$ cat src/rtl/mem_port_arbiter_pkg.sv
// +----------------------------------------------------------------------------+
// | core0_mem_pkg : shared types and constants for the unified-memory arbiter |
// | Revision      : 1.0                                                        |
// +----------------------------------------------------------------------------+
`default_nettype none

package core0_mem_pkg;

  typedef enum logic [1:0] {
    OWN_NONE = 2'd0,
    OWN_IF   = 2'd1,
    OWN_D_RD = 2'd2,
    OWN_D_WR = 2'd3
  } mem_owner_e;

  localparam int WORD_BYTES = 4;

endpackage

`default_nettype wire

$ cat src/rtl/mem_port_arbiter_if.sv
// +----------------------------------------------------------------------------+
// | mem_port_arbiter_if : fetch, data and memory-side signals of the arbiter  |
// | Revision            : 1.0                                                  |
// +----------------------------------------------------------------------------+
`default_nettype none

interface mem_port_arbiter_if;

  logic        if_req;
  logic [31:0] if_addr;
  logic        if_gnt;
  logic        if_rvalid;
  logic [31:0] if_rdata;

  logic        d_req;
  logic        d_we;
  logic [31:0] d_addr;
  logic [31:0] d_wdata;
  logic        d_gnt;
  logic        d_rvalid;
  logic [31:0] d_rdata;

  logic [31:0] mem_addr;
  logic [31:0] mem_wdata;
  logic        mem_we;
  logic [31:0] mem_rdata;

  // Requesters and the memory model sit on the master side.
  modport master (
    output if_req, if_addr, d_req, d_we, d_addr, d_wdata, mem_rdata,
    input  if_gnt, if_rvalid, if_rdata, d_gnt, d_rvalid, d_rdata,
           mem_addr, mem_wdata, mem_we
  );

  modport slave (
    input  if_req, if_addr, d_req, d_we, d_addr, d_wdata, mem_rdata,
    output if_gnt, if_rvalid, if_rdata, d_gnt, d_rvalid, d_rdata,
           mem_addr, mem_wdata, mem_we
  );

endinterface

`default_nettype wire

$ cat src/rtl/mem_port_arbiter.sv
// +----------------------------------------------------------------------------+
// | mem_port_arbiter : data-over-fetch arbiter for a single-port word memory  |
// | Optional stall counters under MEM_ARB_PERF_EN.  Revision : 1.0            |
// +----------------------------------------------------------------------------+
`default_nettype none

module mem_port_arbiter
  import core0_mem_pkg::*;
#(
  parameter int STARVE_LIMIT = 4,
  parameter int CNT_W        = 8
) (
  input  wire logic          clk,
  input  wire logic          rst_n,
  mem_port_arbiter_if.slave  bus
`ifdef MEM_ARB_PERF_EN
  ,
  output logic [31:0]        if_stall_cnt,
  output logic [31:0]        d_stall_cnt
`endif
);

  localparam logic [CNT_W-1:0] c_starve_lim = CNT_W'(STARVE_LIMIT);

  mem_owner_e       r_owner;
  mem_owner_e       w_owner_nxt;
  logic [CNT_W-1:0] r_starve_cnt;
  logic [31:0]      r_if_rdata;
  logic [31:0]      r_d_rdata;
  logic [31:0]      r_last_addr;
  logic             w_force_if;
  logic             w_if_gnt;
  logic             w_d_gnt;

  // Gating with rst_n keeps the memory untouched while reset is held.
  assign w_force_if = bus.if_req && (r_starve_cnt >= c_starve_lim);
  assign w_d_gnt    = rst_n && bus.d_req && !w_force_if;
  assign w_if_gnt   = rst_n && bus.if_req && !w_d_gnt;

  assign bus.if_gnt    = w_if_gnt;
  assign bus.d_gnt     = w_d_gnt;
  assign bus.if_rvalid = (r_owner == OWN_IF);
  assign bus.d_rvalid  = (r_owner == OWN_D_RD) || (r_owner == OWN_D_WR);
  assign bus.if_rdata  = r_if_rdata;
  assign bus.d_rdata   = r_d_rdata;

  always_comb begin
    bus.mem_addr  = r_last_addr;
    bus.mem_wdata = 32'h0;
    bus.mem_we    = 1'b0;
    w_owner_nxt   = OWN_NONE;
    if (w_d_gnt) begin
      bus.mem_addr  = bus.d_addr;
      bus.mem_wdata = bus.d_wdata;
      bus.mem_we    = bus.d_we;
      w_owner_nxt   = bus.d_we ? OWN_D_WR : OWN_D_RD;
    end else if (w_if_gnt) begin
      bus.mem_addr = bus.if_addr;
      w_owner_nxt  = OWN_IF;
    end
  end

  always_ff @(posedge clk or negedge rst_n) begin
    if (!rst_n) begin
      r_owner <= OWN_NONE;
    end else begin
      r_owner <= w_owner_nxt;
    end
  end

  always_ff @(posedge clk or negedge rst_n) begin
    if (!rst_n) begin
      r_starve_cnt <= '0;
      r_if_rdata   <= 32'h0;
      r_d_rdata    <= 32'h0;
      r_last_addr  <= 32'h0;
    end else begin
      if (w_if_gnt || !bus.if_req) begin
        r_starve_cnt <= '0;
      end else if (r_starve_cnt < c_starve_lim) begin
        r_starve_cnt <= r_starve_cnt + 1'b1;
      end
      if (w_if_gnt) begin
        r_if_rdata <= bus.mem_rdata;
      end
      if (w_d_gnt && !bus.d_we) begin
        r_d_rdata <= bus.mem_rdata;
      end
      if (w_if_gnt || w_d_gnt) begin
        r_last_addr <= bus.mem_addr;
      end
    end
  end

`ifdef MEM_ARB_PERF_EN
  always_ff @(posedge clk or negedge rst_n) begin
    if (!rst_n) begin
      if_stall_cnt <= 32'h0;
      d_stall_cnt  <= 32'h0;
    end else begin
      if (bus.if_req && !w_if_gnt) begin
        if_stall_cnt <= if_stall_cnt + 32'd1;
      end
      if (bus.d_req && !w_d_gnt) begin
        d_stall_cnt <= d_stall_cnt + 32'd1;
      end
    end
  end
`endif

endmodule

`default_nettype wire

$ cat src/flat_wrapper.sv
// flat-port wrapper written by rule: the top's interface ports become plain ports
module mem_port_arbiter_flat import core0_mem_pkg::*;
#(
  parameter int STARVE_LIMIT = 4,
  parameter int CNT_W        = 8
)
  (clk, rst_n, bus_if_req, bus_if_addr, bus_d_req, bus_d_we, bus_d_addr, bus_d_wdata, bus_mem_rdata, bus_if_gnt, bus_if_rvalid, bus_if_rdata, bus_d_gnt, bus_d_rvalid, bus_d_rdata, bus_mem_addr, bus_mem_wdata, bus_mem_we);
  mem_port_arbiter_if bus_i ();
  input  wire logic clk;
  input  wire logic rst_n;
  input wire logic [$bits(bus_i.if_req)-1:0] bus_if_req;
  input wire logic [$bits(bus_i.if_addr)-1:0] bus_if_addr;
  input wire logic [$bits(bus_i.d_req)-1:0] bus_d_req;
  input wire logic [$bits(bus_i.d_we)-1:0] bus_d_we;
  input wire logic [$bits(bus_i.d_addr)-1:0] bus_d_addr;
  input wire logic [$bits(bus_i.d_wdata)-1:0] bus_d_wdata;
  input wire logic [$bits(bus_i.mem_rdata)-1:0] bus_mem_rdata;
  output wire logic [$bits(bus_i.if_gnt)-1:0] bus_if_gnt;
  output wire logic [$bits(bus_i.if_rvalid)-1:0] bus_if_rvalid;
  output wire logic [$bits(bus_i.if_rdata)-1:0] bus_if_rdata;
  output wire logic [$bits(bus_i.d_gnt)-1:0] bus_d_gnt;
  output wire logic [$bits(bus_i.d_rvalid)-1:0] bus_d_rvalid;
  output wire logic [$bits(bus_i.d_rdata)-1:0] bus_d_rdata;
  output wire logic [$bits(bus_i.mem_addr)-1:0] bus_mem_addr;
  output wire logic [$bits(bus_i.mem_wdata)-1:0] bus_mem_wdata;
  output wire logic [$bits(bus_i.mem_we)-1:0] bus_mem_we;
  assign bus_i.if_req = bus_if_req;
  assign bus_i.if_addr = bus_if_addr;
  assign bus_i.d_req = bus_d_req;
  assign bus_i.d_we = bus_d_we;
  assign bus_i.d_addr = bus_d_addr;
  assign bus_i.d_wdata = bus_d_wdata;
  assign bus_i.mem_rdata = bus_mem_rdata;
  assign bus_if_gnt = bus_i.if_gnt;
  assign bus_if_rvalid = bus_i.if_rvalid;
  assign bus_if_rdata = bus_i.if_rdata;
  assign bus_d_gnt = bus_i.d_gnt;
  assign bus_d_rvalid = bus_i.d_rvalid;
  assign bus_d_rdata = bus_i.d_rdata;
  assign bus_mem_addr = bus_i.mem_addr;
  assign bus_mem_wdata = bus_i.mem_wdata;
  assign bus_mem_we = bus_i.mem_we;
  mem_port_arbiter #(.STARVE_LIMIT(STARVE_LIMIT), .CNT_W(CNT_W)) u_core (.clk(clk), .rst_n(rst_n), .bus(bus_i));
endmodule
$ cat config.mk
export PLATFORM = sky130hd
export DESIGN_NAME = mem_port_arbiter_flat
export DESIGN_NICKNAME = d
export VERILOG_FILES = /design/src/rtl/mem_port_arbiter_pkg.sv /design/src/rtl/mem_port_arbiter_if.sv /design/src/rtl/mem_port_arbiter.sv /design/src/flat_wrapper.sv
export SDC_FILE = /design/constraint.sdc
export NUM_CORES = 1
export LEC_CHECK = 0
export ABC_AREA = 1
export CORE_MARGIN = 1.5
export CORE_UTILIZATION = 36
export CTS_CLUSTER_SIZE = 8
export DETAILED_ROUTE_END_ITERATION = 10
export PLACE_DENSITY = 0.77
export SKIP_CTS_REPAIR_TIMING = 1
export SLEW_MARGIN = 40
export SYNTH_ARGS = -nofsm -noshare
export SYNTH_HDL_FRONTEND = slang
export SYNTH_SLANG_ARGS = --single-unit
$ cat constraint.sdc
create_clock -name clk -period 1.68 [get_ports clk]
set_clock_uncertainty 0.05 [all_clocks]
set_input_delay 0.42 -clock clk [delete_from_list [all_inputs] [get_ports clk]]
set_output_delay 0.42 -clock clk [all_outputs]
set_load 0.01 [all_outputs]
==> impl_metrics.yaml <==
grt:
  grt_use_total_pct: 21.2
  grt_pass1_vias: 5033
  antenna_found_initial: 0
  grt_remaining_overflow: 0
  grt_max_degree: 76
  grt_pass1_wl_um: 24700
routing:
  drtAntennaViolNets: 0
  vias: 5511
  drc_errors: 0
  post_drt_wl_per_cell_um: 16.3
  routed.top_layer: "met4"
  m1WireLength_um: 7370
  route.met3.wl_um: 1810
  drt-total-wl_um: 19200
  viasPerCell: 4.69
  wl_met2_um: 9700
  first_pass_iters: 4
  drt-initial-drc-count: 281
clock_tree:
  cts.sinks: 106
  max-clock-path-buffers: 2
  cts_buffers: 9
  cts_tree: "yes"
  clock_latency_ns: 0.34
  cts_root_buf: "clkbuf_16"
  h-tree-depth: 3
  clk_pin_slew_ns: 0.07
floorplanning:
  core_area_um2: 13900
  floorplan.initialDensity_pct: 37.0
  fp-row-count: 43
  io_pins: 266
  fp.dieW_um: 122
  die_h_um: 122
  die-area_um2: 15000
timing:
  fin_crit_ns: 2.27
  fmax_mhz: 440
  worst_slew_pin_slew_ns: 0.689
  rsz0062_at_grt: "yes"
  finalCritPeriodShare_pct: 135
  relSlewSlack_pct: 54.1
  hold_viol: 0
  timing.final.ws_setup_ns: -0.591
  finalSetupViolCount: 128
  slew_viol_final: 0
  finalSetupTns_ns: -39.91
critical_path:
  cp-end-kind: "primary output"
  slowest_stage: "dfrtp_1"
  path_buf_inv: 3
  worstSetupPathType: "flop to primary output"
  critPathTopFamily: "simple AND/OR/NAND/NOR gates"
  crit_arrival_ns: 1.80
  worst-path-max-fanout: 5
  cp-startpoint: "u_core.r_starve_cnt[3]$_DFFE_PN0P_"
  worst-path-stages: 9
  crit_chain: "nor2_1, nand3_2, nand2_4, buf_8, nand2_8, buf_6, nand3_1, nand2_1, buf_2"
  reg2reg_to: "u_core.bus.d_rdata[21]$_DFFE_PN0P_"
  worstSetupStartpointType: "flop"
  max_stage_delay_ns: 0.38
  cp.required_ns: 1.21
  rr_worst_depth: 10
  rrSetupSlack_ns: -0.14
  reg2reg_from: "u_core.r_starve_cnt[3]$_DFFE_PN0P_"
  crit_end: "bus_mem_addr[9]"
worst_hold_path:
  hold_class: "input port to asynchronous set/reset pin"
placed_design:
  portBuffers: 265
  dp.cells: 1131
  hpwlAfterDp_um: 11600
  routabilityCongestion: 0.801
  dpl_cell_area_um2: 8300
power_and_ir_drop:
  p_leak_nw: 5.66
  power_mw: 7.50
  ir_drop_mv: 0.851
  cellPowerDensity_nw_per_um2: 795
finish:
  antenna_cells: 0
  fin_cells: 1176
  final_area_um2: 9430
  area_growth_pct: 83.8
  fillers: 1117
  layout_common_cells: "nand2_1, clkdlybuf4s50_1, dfrtp_1"
  drive_above_1_share_pct: 29.7
  layout_commonest_cell: "nand2_1"
  fin_nets: 1126
logic_synthesis:
  synth_largest_area_cell: "dfrtp_1"
  ys_top_cells_by_area: "dfrtp_1, nand2_1, nand3_1"
  avgSynthCellArea_um2: 7.65
  ys_ff_latch: 106
  synth_top_area_share_pct: 51.7
  synth_area_um2: 5130
  yosysWarnings: 0
  synth_nets: 806
  syn_inst: 671
  synth_seq_area_share_pct: 51.7
  synthDistinctLibCells: 19
status:
  status: "finished, violations left"
  violations: "negative setup slack"
job:
  maxCapViolCount: 0
[report_power, final]
group	internal (mW)	switching, mW
combinational	1.24	1.13
sequential	2.91	0.201
clock	1.03	0.984
[worst reg2reg max path, delay by kind of cell (launching register included)]
family | cells | cell delay (ns)
DFF | 1 | 0.38
AOI/OAI and AO/OA | 1 | 0.09
and+or+nand+nor | 5 | 0.58
buffers and inverters | 4 | 0.59
[through the flow]
stage | utilization, % | setup slack [ns] | hold WS, ns
global placement | 59.7 | -0.959 | 0.403
finish | 68.0 | -0.591 | 0.100
detailed placement | 59.8 | -1.01 | 0.408
global route | 68.0 | -0.650 | 0.132
CTS | 61.8 | -1.03 | 0.102
floorplan | - | -0.00933 | 0.0744
[worst min-delay path by stage]
stage,end
after floorplan,u_core.bus.d_rdata[0]$_DFFE_PN0P_
after global placement,u_core.bus.if_rdata[20]$_DFFE_PN0P_
after detailed placement,u_core.bus.if_rdata[14]$_DFFE_PN0P_
after CTS,u_core.r_last_addr[22]$_DFFE_PN0P_
after global routing,u_core.r_last_addr[17]$_DFFE_PN0P_
final,u_core.r_last_addr[22]$_DFFE_PN0P_
[cells by family after synthesis]
group                    share of synthesized area [%]
flip-flops                                        51.7
AO/OA/AOI/OAI                                     3.66
AND/OR/NAND/NOR                                   31.7
buffers and inverters                             12.5
adder cells (fa/ha/maj)                          0.487
[registers in the layout, indices dropped and copies added (netlist names)]
name and flops:
u_core.bus.d_rdata 32, u_core.r_starve_cnt 8, u_core.r_owner 2, u_core.bus.if_rdata 32, u_core.r_last_addr 32
[Yosys cell counts, drive strengths merged]
library cell / number
a21oi: 1
buf: 32
clkbuf: 7
dfrtp: 106
ha: 2
inv: 112
nand2: 202
nand3: 130
nor2: 44
o2111ai: 2
o21ai: 33
[cell type report]
class | instances | area, µm² | area share (%)
clock buffer | 10 | 229 | 2.43
clock inverter | 6 | 48.8 | 0.517
inverter | 112 | 425 | 4.51
multi-input combinational | 415 | 2320 | 24.6
sequential | 106 | 2650 | 28.1
tap | 180 | 225 | 2.39
timing repair buffer | 347 | 3530 | 37.4
[per-layer routing]
layer / global-route usage (%) / up-vias
met1: 25.5 / 2575
li1: - / 2700
met2: 35.5 / 213
met4: 4.29 / 0
met5: 0 / -
met3: 9.11 / 23
(Power assumes the default switching activity.)
